## config.mk

```make
export PLATFORM = sky130hd
export DESIGN_NAME = drift_hist_reader_flat
export DESIGN_NICKNAME = d
export VERILOG_FILES = /design/src/rtl/drift_hist_reader_if.sv /design/src/rtl/drift_hist_reader.sv /design/src/flat_wrapper.sv
export SDC_FILE = /design/constraint.sdc
export NUM_CORES = 1
export LEC_CHECK = 0
export CORE_ASPECT_RATIO = 0.9
export CORE_MARGIN = 2
export CORE_UTILIZATION = 45
export CTS_CLUSTER_DIAMETER = 120
export DETAILED_ROUTE_END_ITERATION = 6
export PLACE_DENSITY = 0.78
export SYNTH_ARGS = -nofsm -noshare
export SYNTH_HDL_FRONTEND = slang
export SYNTH_SLANG_ARGS = --single-unit
```

## constraint.sdc

```tcl
create_clock -name clk -period 11.4 [get_ports clk]
set_input_delay 2.28 -clock clk [delete_from_list [all_inputs] [get_ports clk]]
set_output_delay 2.28 -clock clk [all_outputs]
set_load 0.005 [all_outputs]
```

## src/rtl/drift_hist_reader_if.sv

```systemverilog
// drift_hist_reader_if
//   Connection between the drift histogrammer and its hardware reader.
//   master : the reader. It drives pause, rdaddr and read_fin.
//            It receives filled and q_a.
//   slave  : the histogrammer side.
//   Signals:
//     pause    - hold the histogrammer while its bins are read out
//     rdaddr   - bin address presented to the histogram read port
//     read_fin - one-cycle pulse: readout done, re-initialise the histogram
//     filled   - histogrammer full flag
//     q_a      - bin count returned by the read port (CW bits)
interface drift_hist_reader_if #(
  parameter int CW = 20
);
  logic          pause;
  logic [4:0]    rdaddr;
  logic          read_fin;
  logic          filled;
  logic [CW-1:0] q_a;

  modport master (
    output pause,
    output rdaddr,
    output read_fin,
    input  filled,
    input  q_a
  );

  modport slave (
    input  pause,
    input  rdaddr,
    input  read_fin,
    output filled,
    output q_a
  );
endinterface

```

## src/rtl/drift_hist_reader.sv

```systemverilog
// drift_hist_reader
//   Hardware readout of the 32-bin drift baseline histogram.
//   A readout is triggered by a start pulse or by a rising edge of filled.
//   The reader then:
//     - pauses the histogrammer,
//     - scans every bin through the read port,
//     - finds the peak bin,
//     - moves center_val toward the peak,
//     - pulses read_fin so the histogrammer re-initialises around the new baseline.
//   Ports:
//     clk, rst_n  - clock; asynchronous active-low reset
//     hist        - histogram-side bus (pause, rdaddr, read_fin, filled, q_a)
//     start       - single-cycle readout request, honoured only when idle
//     center_set  - idle only: load center_in into center_val
//     center_in   - manual center value
//     center_val  - current baseline
//     peak_bin    - winning bin of the last scan
//     peak_count  - count in the winning bin
//     busy        - high whenever a readout is in progress
//     empty_err   - last scan saw only empty bins
module drift_hist_reader #(
  parameter int NBINS    = 32,
  parameter int CW       = 20,
  parameter int DW       = 14,
  parameter int RD_LAT   = 3,
  parameter int SETTLE   = 2,
  parameter int CTR_INIT = 8192
) (
  input  logic                clk,
  input  logic                rst_n,
  drift_hist_reader_if.master hist,
  input  logic                start,
  input  logic                center_set,
  input  logic [DW-1:0]       center_in,
  output logic [DW-1:0]       center_val,
  output logic [4:0]          peak_bin,
  output logic [CW-1:0]       peak_count,
  output logic                busy,
  output logic                empty_err
);

  typedef enum logic [2:0] {IDLE, REQ, SCAN, CALC, FIN} state_e;

  localparam int CNTW = $clog2(NBINS + RD_LAT + SETTLE + 1);
  localparam logic [CNTW-1:0] SETTLE_LAST = CNTW'(SETTLE - 1);
  localparam logic [CNTW-1:0] SCAN_LAST   = CNTW'(NBINS + RD_LAT - 1);
  localparam logic [CNTW-1:0] LAT_C       = CNTW'(RD_LAT);
  localparam logic [CNTW-1:0] NBINS_C     = CNTW'(NBINS);
  localparam logic [4:0]      LAST_BIN    = 5'(NBINS - 1);

  // Two bits beyond DW: one for the sign and one guard bit.
  // The guard bit stops center + 16 at the top of the range from wrapping
  // negative before the result is saturated.
  localparam int XW = DW + 2;
  localparam logic signed [XW-1:0] MID       = XW'(15);
  localparam logic signed [XW-1:0] OFF_OVER  = XW'(16);
  localparam logic signed [XW-1:0] OFF_UNDER = XW'(-15);
  localparam logic signed [XW-1:0] MAXV      = XW'((1 << DW) - 1);

  state_e        state_q, state_d;
  logic [CNTW-1:0] cnt_q, cnt_d;
  logic          filled_q, filled_d;
  logic [CW-1:0] max_q, max_d;
  logic [4:0]    maxbin_q, maxbin_d;
  logic [CW-1:0] under_q, under_d;
  logic [CW-1:0] over_q, over_d;
  logic [DW-1:0] center_new_q, center_new_d;
  logic [DW-1:0] center_val_q, center_val_d;
  logic [4:0]    peak_bin_q, peak_bin_d;
  logic [CW-1:0] peak_count_q, peak_count_d;
  logic          empty_err_q, empty_err_d;

  logic                 all_zero;
  logic [4:0]           bin_idx;
  logic signed [XW-1:0] base, offs, sum;
  logic [DW-1:0]        center_calc;

  // Candidate new center from the finished scan.
  // Overflow wins over underflow, which wins over the in-range peak.
  always_comb begin
    all_zero    = (max_q == '0) && (under_q == '0) && (over_q == '0);
    base        = signed'(XW'(center_val_q));
    offs        = signed'(XW'(maxbin_q)) - MID;
    if (over_q > max_q) begin
      offs = OFF_OVER;
    end else if (under_q > max_q) begin
      offs = OFF_UNDER;
    end
    sum         = base + offs;
    center_calc = sum[DW-1:0];
    if (sum[XW-1]) begin
      center_calc = '0;
    end else if (sum > MAXV) begin
      center_calc = '1;
    end
  end

  // The bin whose data is on q_a now was addressed RD_LAT cycles ago.
  assign bin_idx = 5'(cnt_q - LAT_C);

  always_comb begin
    state_d      = state_q;
    cnt_d        = cnt_q;
    filled_d     = hist.filled;
    max_d        = max_q;
    maxbin_d     = maxbin_q;
    under_d      = under_q;
    over_d       = over_q;
    center_new_d = center_new_q;
    center_val_d = center_val_q;
    peak_bin_d   = peak_bin_q;
    peak_count_d = peak_count_q;
    empty_err_d  = empty_err_q;

    case (state_q)
      IDLE: begin
        // A manual load takes the cycle; a simultaneous start is dropped.
        if (center_set) begin
          center_val_d = center_in;
        end else if (start || (hist.filled && !filled_q)) begin
          state_d = REQ;
          cnt_d   = '0;
        end
      end

      REQ: begin
        max_d    = '0;
        maxbin_d = '0;
        under_d  = '0;
        over_d   = '0;
        if (cnt_q == SETTLE_LAST) begin
          state_d = SCAN;
          cnt_d   = '0;
        end else begin
          cnt_d = cnt_q + CNTW'(1);
        end
      end

      SCAN: begin
        if (cnt_q >= LAT_C) begin
          if (bin_idx == '0) begin
            under_d = hist.q_a;
          end else if (bin_idx == LAST_BIN) begin
            over_d = hist.q_a;
          end else if (hist.q_a > max_q) begin
            // Strict compare keeps the lowest index on ties.
            max_d    = hist.q_a;
            maxbin_d = bin_idx;
          end
        end
        if (cnt_q == SCAN_LAST) begin
          state_d = CALC;
        end else begin
          cnt_d = cnt_q + CNTW'(1);
        end
      end

      CALC: begin
        peak_bin_d   = maxbin_q;
        peak_count_d = max_q;
        empty_err_d  = all_zero;
        center_new_d = all_zero ? center_val_q : center_calc;
        state_d      = FIN;
      end

      FIN: begin
        center_val_d = center_new_q;
        state_d      = IDLE;
      end

      default: state_d = IDLE;
    endcase
  end

  always_ff @(posedge clk or negedge rst_n) begin
    if (!rst_n) begin
      state_q      <= IDLE;
      cnt_q        <= '0;
      filled_q     <= 1'b0;
      max_q        <= '0;
      maxbin_q     <= '0;
      under_q      <= '0;
      over_q       <= '0;
      center_new_q <= DW'(CTR_INIT);
      center_val_q <= DW'(CTR_INIT);
      peak_bin_q   <= '0;
      peak_count_q <= '0;
      empty_err_q  <= 1'b0;
    end else begin
      state_q      <= state_d;
      cnt_q        <= cnt_d;
      filled_q     <= filled_d;
      max_q        <= max_d;
      maxbin_q     <= maxbin_d;
      under_q      <= under_d;
      over_q       <= over_d;
      center_new_q <= center_new_d;
      center_val_q <= center_val_d;
      peak_bin_q   <= peak_bin_d;
      peak_count_q <= peak_count_d;
      empty_err_q  <= empty_err_d;
    end
  end

  assign hist.pause    = (state_q == REQ) || (state_q == SCAN) || (state_q == CALC);
  assign hist.read_fin = (state_q == FIN);
  assign hist.rdaddr   = ((state_q == SCAN) && (cnt_q < NBINS_C)) ? cnt_q[4:0] : '0;
  assign busy          = (state_q != IDLE);
  assign center_val    = center_val_q;
  assign peak_bin      = peak_bin_q;
  assign peak_count    = peak_count_q;
  assign empty_err     = empty_err_q;

endmodule

```

## src/flat_wrapper.sv

```systemverilog
// flat-port wrapper written by rule: the top's interface ports become plain ports
module drift_hist_reader_flat 
#(
  parameter int NBINS    = 32,
  parameter int CW       = 20,
  parameter int DW       = 14,
  parameter int RD_LAT   = 3,
  parameter int SETTLE   = 2,
  parameter int CTR_INIT = 8192
)
  (clk, rst_n, start, center_set, center_in, center_val, peak_bin, peak_count, busy, empty_err, hist_pause, hist_rdaddr, hist_read_fin, hist_filled, hist_q_a);
  drift_hist_reader_if #(.CW(CW)) hist_i ();
  input  logic clk;
  input  logic rst_n;
  input  logic start;
  input  logic center_set;
  input  logic [DW-1:0] center_in;
  output logic [DW-1:0] center_val;
  output logic [4:0] peak_bin;
  output logic [CW-1:0] peak_count;
  output logic busy;
  output logic empty_err;
  output wire logic [$bits(hist_i.pause)-1:0] hist_pause;
  output wire logic [$bits(hist_i.rdaddr)-1:0] hist_rdaddr;
  output wire logic [$bits(hist_i.read_fin)-1:0] hist_read_fin;
  input wire logic [$bits(hist_i.filled)-1:0] hist_filled;
  input wire logic [$bits(hist_i.q_a)-1:0] hist_q_a;
  assign hist_pause = hist_i.pause;
  assign hist_rdaddr = hist_i.rdaddr;
  assign hist_read_fin = hist_i.read_fin;
  assign hist_i.filled = hist_filled;
  assign hist_i.q_a = hist_q_a;
  drift_hist_reader #(.NBINS(NBINS), .CW(CW), .DW(DW), .RD_LAT(RD_LAT), .SETTLE(SETTLE), .CTR_INIT(CTR_INIT)) u_core (.clk(clk), .rst_n(rst_n), .hist(hist_i), .start(start), .center_set(center_set), .center_in(center_in), .center_val(center_val), .peak_bin(peak_bin), .peak_count(peak_count), .busy(busy), .empty_err(empty_err));
endmodule
```

==> results of run 1 <==
sequential cells by signal, indices dropped and copies added, names as in the netlist:
signal / flops
u_core.peak_count: 20
u_core.cnt_q: 6
u_core.center_val: 14
u_core.state_q: 3
u_core.maxbin_q: 5
u_core.center_new_q: 14
u_core.max_q: 20
u_core.over_q: 20
u_core.empty_err: 1
u_core.filled_q: 1
u_core.peak_bin: 5
u_core.under_q: 20
worst reg2reg max path: stages, from the launching register on:
cell      delay (ns)
dfrtp_1         0.41
inv_1           0.14
ha_1            0.26
a21oi_1         0.16
o21ai_0         0.11
a221o_1         0.44
nor4b_2         0.42
o22ai_1         0.26
inv_1           0.35
ha_1            0.35
o21a_1          0.21
o211ai_1        0.16
a21oi_1         0.09
o21ai_0         0.39
nor4b_1         0.39
mux2i_1         0.28
buf_4           0.25
a22oi_1         0.20
layout by cell type, fill, tap and decap left out, drive strengths merged, types with 16 or more instances in the layout:
cell / count
nor2: 29
mux2i: 16
nand2: 86
clkdlybuf4s50: 85
clkbuf: 18
a22o: 44
nand3: 29
ha: 81
dfrtp: 127
nor4: 18
inv: 52
o21ai: 79
a21oi: 43
logic make-up after synthesis:
group / Yosys count / synth area share (%)
DFF: 129 / 41.3
adders and majority gates: 82 / 13.2
xor gates and xnor gates: 12 / 1.34
muxes: 16 / 2.05
buffers and inverters: 87 / 4.51
and+or+nand+nor: 244 / 16.0
AOI/OAI and AO/OA: 254 / 21.5
worst max path at each step:
stage,from,to,slack (ns),cells past startpoint
CTS,u_core.max_q[13],u_core.center_new_q[1],6.49,17
global placement,hist_q_a[5],u_core.max_q[4],6.15,9
floorplan,hist_q_a[1],u_core.max_q[3],7.23,9
detailed placement,hist_q_a[5],u_core.max_q[5],6.11,9
finish,u_core.max_q[13],u_core.center_new_q[1],6.43,17
global route,u_core.max_q[13],u_core.center_new_q[0],6.03,18
layer usage:
metal | vias to the layer above | part of all wire, % | GRT usage, %
met5 | - | 0 | 0
met4 | 0 | 2.2 | 9.73
met1 | 3238 | 48 | 34.3
met3 | 36 | 6.2 | 4.55
li1 | 3176 | - | -
met2 | 243 | 44 | 35.3
metrics by stage:
step,instances,utilization (%),hold WS [ns],worst slack (ns),area (µm²)
after floorplan,824,-,0.470,7.23,7820
after global placement,1115,52.4,0.460,6.15,8870
after detailed placement,1115,52.4,0.471,6.11,8870
after CTS,1147,56.0,0.485,6.49,9490
after global routing,1147,56.0,0.515,6.03,9490
final,1147,56.0,0.482,6.43,9490
cell type report:
type,instances,area (µm²),area share [%]
clock inverter,14,180,1.90
multi-input combinational,608,4250,44.7
inverter,49,184,1.94
sequential,129,3230,34.0
clock buffer,18,439,4.63
timing repair buffer,94,918,9.68
tap,235,294,3.10
==> results.ini, run 1 <==
[hold_path]
hp-class = reg -> reg
whs_endpoint = u_core.peak_count[7]
hold_start = u_core.peak_count[7]
holdPathStages = 2

[clock_network]
clock_latency_ns = 0.44
holdBufCountCts = 0
cts_tree = yes
cts.sinks = 129
numCtsBuffers = 17
cts-root-buf = clkbuf_16
cts_resized = 0
cts_setup_buffers = 0
cts_buffer_depth = 2
path_clk_slew_ns = 0.06
htree_levels = 4

[sta]
setup_violations = 0
fin_tns_setup_ns = 0
fin_crit_ns = 4.97
max-slew-margin-rel_pct = 26.7
maxSlewViolCount = 0
rsz0062_at_grt = no
finClkSkew_ns = 0.0107
fmax_mhz = 201
tightest_slew_ns = 1.10
final_hold_viol_count = 0
period_share_pct = 43.6

[setup_path]
crit_path_end_kind = flip-flop
cpPeakStageDelay_ns = 0.44
critPathSlowestCell = a221o_1
crit_family = compound AO/OA/AOI/OAI gates
reg2reg_setup_slack_ns = 6.43
path_class = reg -> reg
critPathLaunchType = flip-flop
r2r_cells = 17
path_max_fanout = 10
crit_chain = inv_1 -> ha_1 -> a21oi_1 -> o21ai_0 -> a221o_1 -> nor4b_2 -> o22ai_1 -> inv_1 -> ha_1 -> o21a_1 -> o211ai_1 -> a21oi_1 -> o21ai_0 -> nor4b_1 -> mux2i_1 -> buf_4 -> a22oi_1
arrival_ns = 5.31
rr_endpoint = u_core.center_new_q[1]
critPathRequiredTime_ns = 11.74
path_buf_inv = 3
reg2reg_from = u_core.max_q[13]

[placed_design]
gp_congestion = 0.891
port_buffers = 86
hpwl_um = 14500

[logic_synthesis]
netlist_instances = 824
synth_common_cells = dfrtp_1 (127), nand2_1 (86), ha_1 (81)
syn_avg_cell_area_um2 = 9.48
yosys.area.top_type = dfrtp_1
yosysMostFrequentCell = dfrtp_1
synth_fp_nets = 945
synth_cell_type_count = 63
ys_ff_latch = 129
yosysSeqAreaShare_pct = 41.3
synth-main-ff-cell = dfrtp_1
yosys-top-cells-area = dfrtp_1 (41%), ha_1 (13%), o21ai_0 (5.0%), a22o_1 (4.9%), nand2_1 (4.1%)
synth_top_area_share_pct = 40.7
async_flop_share_pct = 100
yosys_warnings = 0
synth-edff-count = 0
synth_area_um2 = 7810

[global_route]
grt-ovfl-total = 0
grt_pass1_vias = 6583
grt_use_total_pct = 23.8
grt_pass1_wl_um = 34300
grt_max_degree = 74
grt_antenna_before_repair = 0

[die]
die_area_um2 = 18400
placementRows = 45
fp.coreArea_um2 = 16900
die_w_um = 143
start_util_pct = 46.1
num_io_pins = 87
die_h_um = 129

[finish]
diodes = 0
nets = 1020
layout-drive-gt1-share_pct = 6.14
fillCellCount = 1444
synthToLayoutAreaGrowth_pct = 21.5

[drt]
drtIter0Drc = 586
drt-pass1-iter-count = 5
wl_um = 20900
wire_per_inst_um = 18.2
via_per_inst = 5.84
drc = 0
ant_nets = 0
via_count = 6693

[run]
cap_violations = 0

[outcome]
status = finished clean

Power of run 1 is not shown: default switching activity piles up to over one toggle a cycle in this logic, so the estimate is an artifact.
==> run 2, diff against run 1 <==
--- a/config.mk
+++ b/config.mk
@@ -10,7 +10,7 @@
 export CORE_UTILIZATION = 45
 export CTS_CLUSTER_DIAMETER = 120
 export DETAILED_ROUTE_END_ITERATION = 6
-export PLACE_DENSITY = 0.78
+export PLACE_DENSITY = 0.81
 export SYNTH_ARGS = -nofsm -noshare
 export SYNTH_HDL_FRONTEND = slang
 export SYNTH_SLANG_ARGS = --single-unit
==> constraint.sdc (replaced) <==
create_clock -name clk -period 4.5 [get_ports clk]
set_input_delay 0.9 -clock clk [delete_from_list [all_inputs] [get_ports clk]]
set_output_delay 0.9 -clock clk [all_outputs]
set_load 0.005 [all_outputs]
==> run 2 against run 1 <==
Effect of this change:
- clock skew is 0.0023 ns lower
- non-clock buffer count is 4 higher
- die area stayed put
- fmax is 17% higher
- design area is 0.46% higher
- sequential share of layout area is 0.16 points lower
- register-to-register slack worse by 6.2 ns
- critical path type unchanged
==> results.ini, run 2 (synthesis gave the netlist of run 1 again) <==
[die]
start_util_pct = 46.1  ; unchanged
die_area_um2 = 18400  ; unchanged
die_w_um = 143  ; unchanged
die_h_um = 129  ; unchanged
num_io_pins = 87  ; unchanged
fp.coreArea_um2 = 16900  ; unchanged
placementRows = 45  ; unchanged

[finish]
synthToLayoutAreaGrowth_pct = 22.0  ; was 21.5%
layout_commonest_cell = dfrtp_1  ; unchanged
multi_input_area_um2 = 4300  ; was 4250 µm²
layout_common_cells = dfrtp_1 (127), nand2_1 (86), clkdlybuf4s50_1 (85)  ; unchanged
diodes = 0  ; unchanged
layout-drive-gt1-share_pct = 6.88  ; was 6.14%
ff_latch_area_um2 = 3230  ; unchanged
nets = 1024  ; was 1,020
fillCellCount = 1469  ; was 1,444

[global_route]
grt_antenna_before_repair = 0  ; unchanged
grt-ovfl-total = 0  ; unchanged
grt_pass1_vias = 6516  ; was 6,583
grt_max_degree = 79  ; was 74
grt_use_total_pct = 23.6  ; was 23.8%
grt_pass1_wl_um = 34000  ; was 34,300 µm

[clock_network]
cts_buffer_depth = 2  ; unchanged
clock_latency_ns = 0.43  ; was 0.44 ns
path_clk_slew_ns = 0.06  ; about the same
cts.sinks = 129  ; unchanged
cts-root-buf = clkbuf_16  ; unchanged
numCtsBuffers = 17  ; unchanged
holdBufCountCts = 0  ; unchanged
htree_levels = 4  ; unchanged
cts_tree = yes  ; unchanged

[placed_design]
port_buffers = 86  ; unchanged
gp_congestion = 0.930  ; was 0.891
hpwl_um = 14600  ; was 14,500 µm

[sta]
maxSlewViolCount = 0  ; unchanged
fin_tns_setup_ns = 0  ; unchanged
max-slew-margin-rel_pct = 19.1  ; was 26.7%
final_hold_viol_count = 0  ; unchanged
fin_crit_ns = 4.23  ; was 4.97 ns
finClkSkew_ns = 0.00838  ; was 0.0107 ns
period_share_pct = 94.1  ; was 43.6%
fmax_mhz = 236  ; was 201 MHz
setup_violations = 0  ; unchanged
tightest_slew_ns = 1.21  ; was 1.10 ns

[run]
cap_violations = 0  ; unchanged

[setup_path]
reg2reg_from = u_core.max_q[15]  ; was u_core.max_q[13]
reg2reg_setup_slack_ns = 0.27  ; was 6.43 ns
crit_path_end_kind = flip-flop  ; unchanged
crit_start = u_core.max_q[15]  ; was u_core.max_q[13]
critPathRequiredTime_ns = 4.84  ; was 11.74 ns
arrival_ns = 4.57  ; was 5.31 ns
critPathLaunchType = flip-flop  ; unchanged
path_class = reg -> reg  ; unchanged
path_max_fanout = 13  ; was 10

[drt]
via_count = 6763  ; was 6,693
drt-pass1-iter-count = 5  ; unchanged
wl_um = 20800  ; was 20,900 µm
drc = 0  ; unchanged
via_per_inst = 5.88  ; was 5.84
drtIter0Drc = 506  ; was 586
ant_nets = 0  ; unchanged
wire_per_inst_um = 18.1  ; was 18.2 µm

[outcome]
status = finished clean  ; unchanged

[hold_path]
hold_start = u_core.peak_count[6]  ; was u_core.peak_count[7]
hp-class = reg -> reg  ; unchanged

run 2: cell type report:
cell class,instances,area share [%]
inverters,49,1.93
clock inverters,6,0.892
well taps,235,3.08
repair buffers,98,10.1
flip-flops and latches,129,33.9
multi-input cells,608,45.1
clock buffers,26,5.03
run 2: routing by layer:
layer	GRT usage (%)	wire length, µm	vias to the layer above
met3	5.21	1240	40
met2	36.6	9640	227
met5	0	0	-
li1	-	-	3188
met4	7.11	442	0
met1	33.3	9500	3308
run 2: path summary, 6_finish.rpt:
| kind | end | cells after the start |
|---|---|---|
| setup / recovery | u_core.center_new_q[6] | 18 |
| hold / removal | u_core.peak_count[6] | 2 |
| setup reg to reg | u_core.center_new_q[6] | 18 |
| hold reg to reg | u_core.peak_count[6] | 2 |
| max in group asynchronous | u_core.center_new_q[13] | 2 |
| min in group asynchronous | u_core.center_val[11] | 1 |
run 2: repair_timing:
action	CTS	global route
pin swaps	0	1
endpoints found under the hold margin	0	0
gates resized for setup	2	12
setup buffers	0	1
endpoints found under the setup margin	13	14
run 2: worst max-delay path: stages, from the launching register on:
cell	delay, ns
dfrtp_1	0.39
inv_1	0.14
ha_1	0.27
a21oi_1	0.13
o21ai_0	0.10
a221o_1	0.43
nor4b_4	0.31
nor2_1	0.11
nor2b_1	0.15
nand2_1	0.13
ha_1	0.33
a21oi_1	0.22
nor3b_4	0.27
a21oi_1	0.16
o21ai_2	0.22
nor4b_1	0.24
mux2i_1	0.14
buf_4	0.21
a22oi_1	0.19
run 2: metrics by stage:
step                util (%)  instance area, µm²  hold slack, ns  worst slack [ns]  std cells
floorplan                  -                7820           0.470             0.597        824
global placement        52.6                8910           0.466             0.221       1118
detailed placement      52.6                8910           0.470            0.0307       1118
CTS                     55.9                9470           0.483            0.0287       1150
global route            56.3                9540           0.518           -0.0374       1151
finish                  56.3                9540           0.479             0.265       1151
Power of run 2 is left out for the same reason.
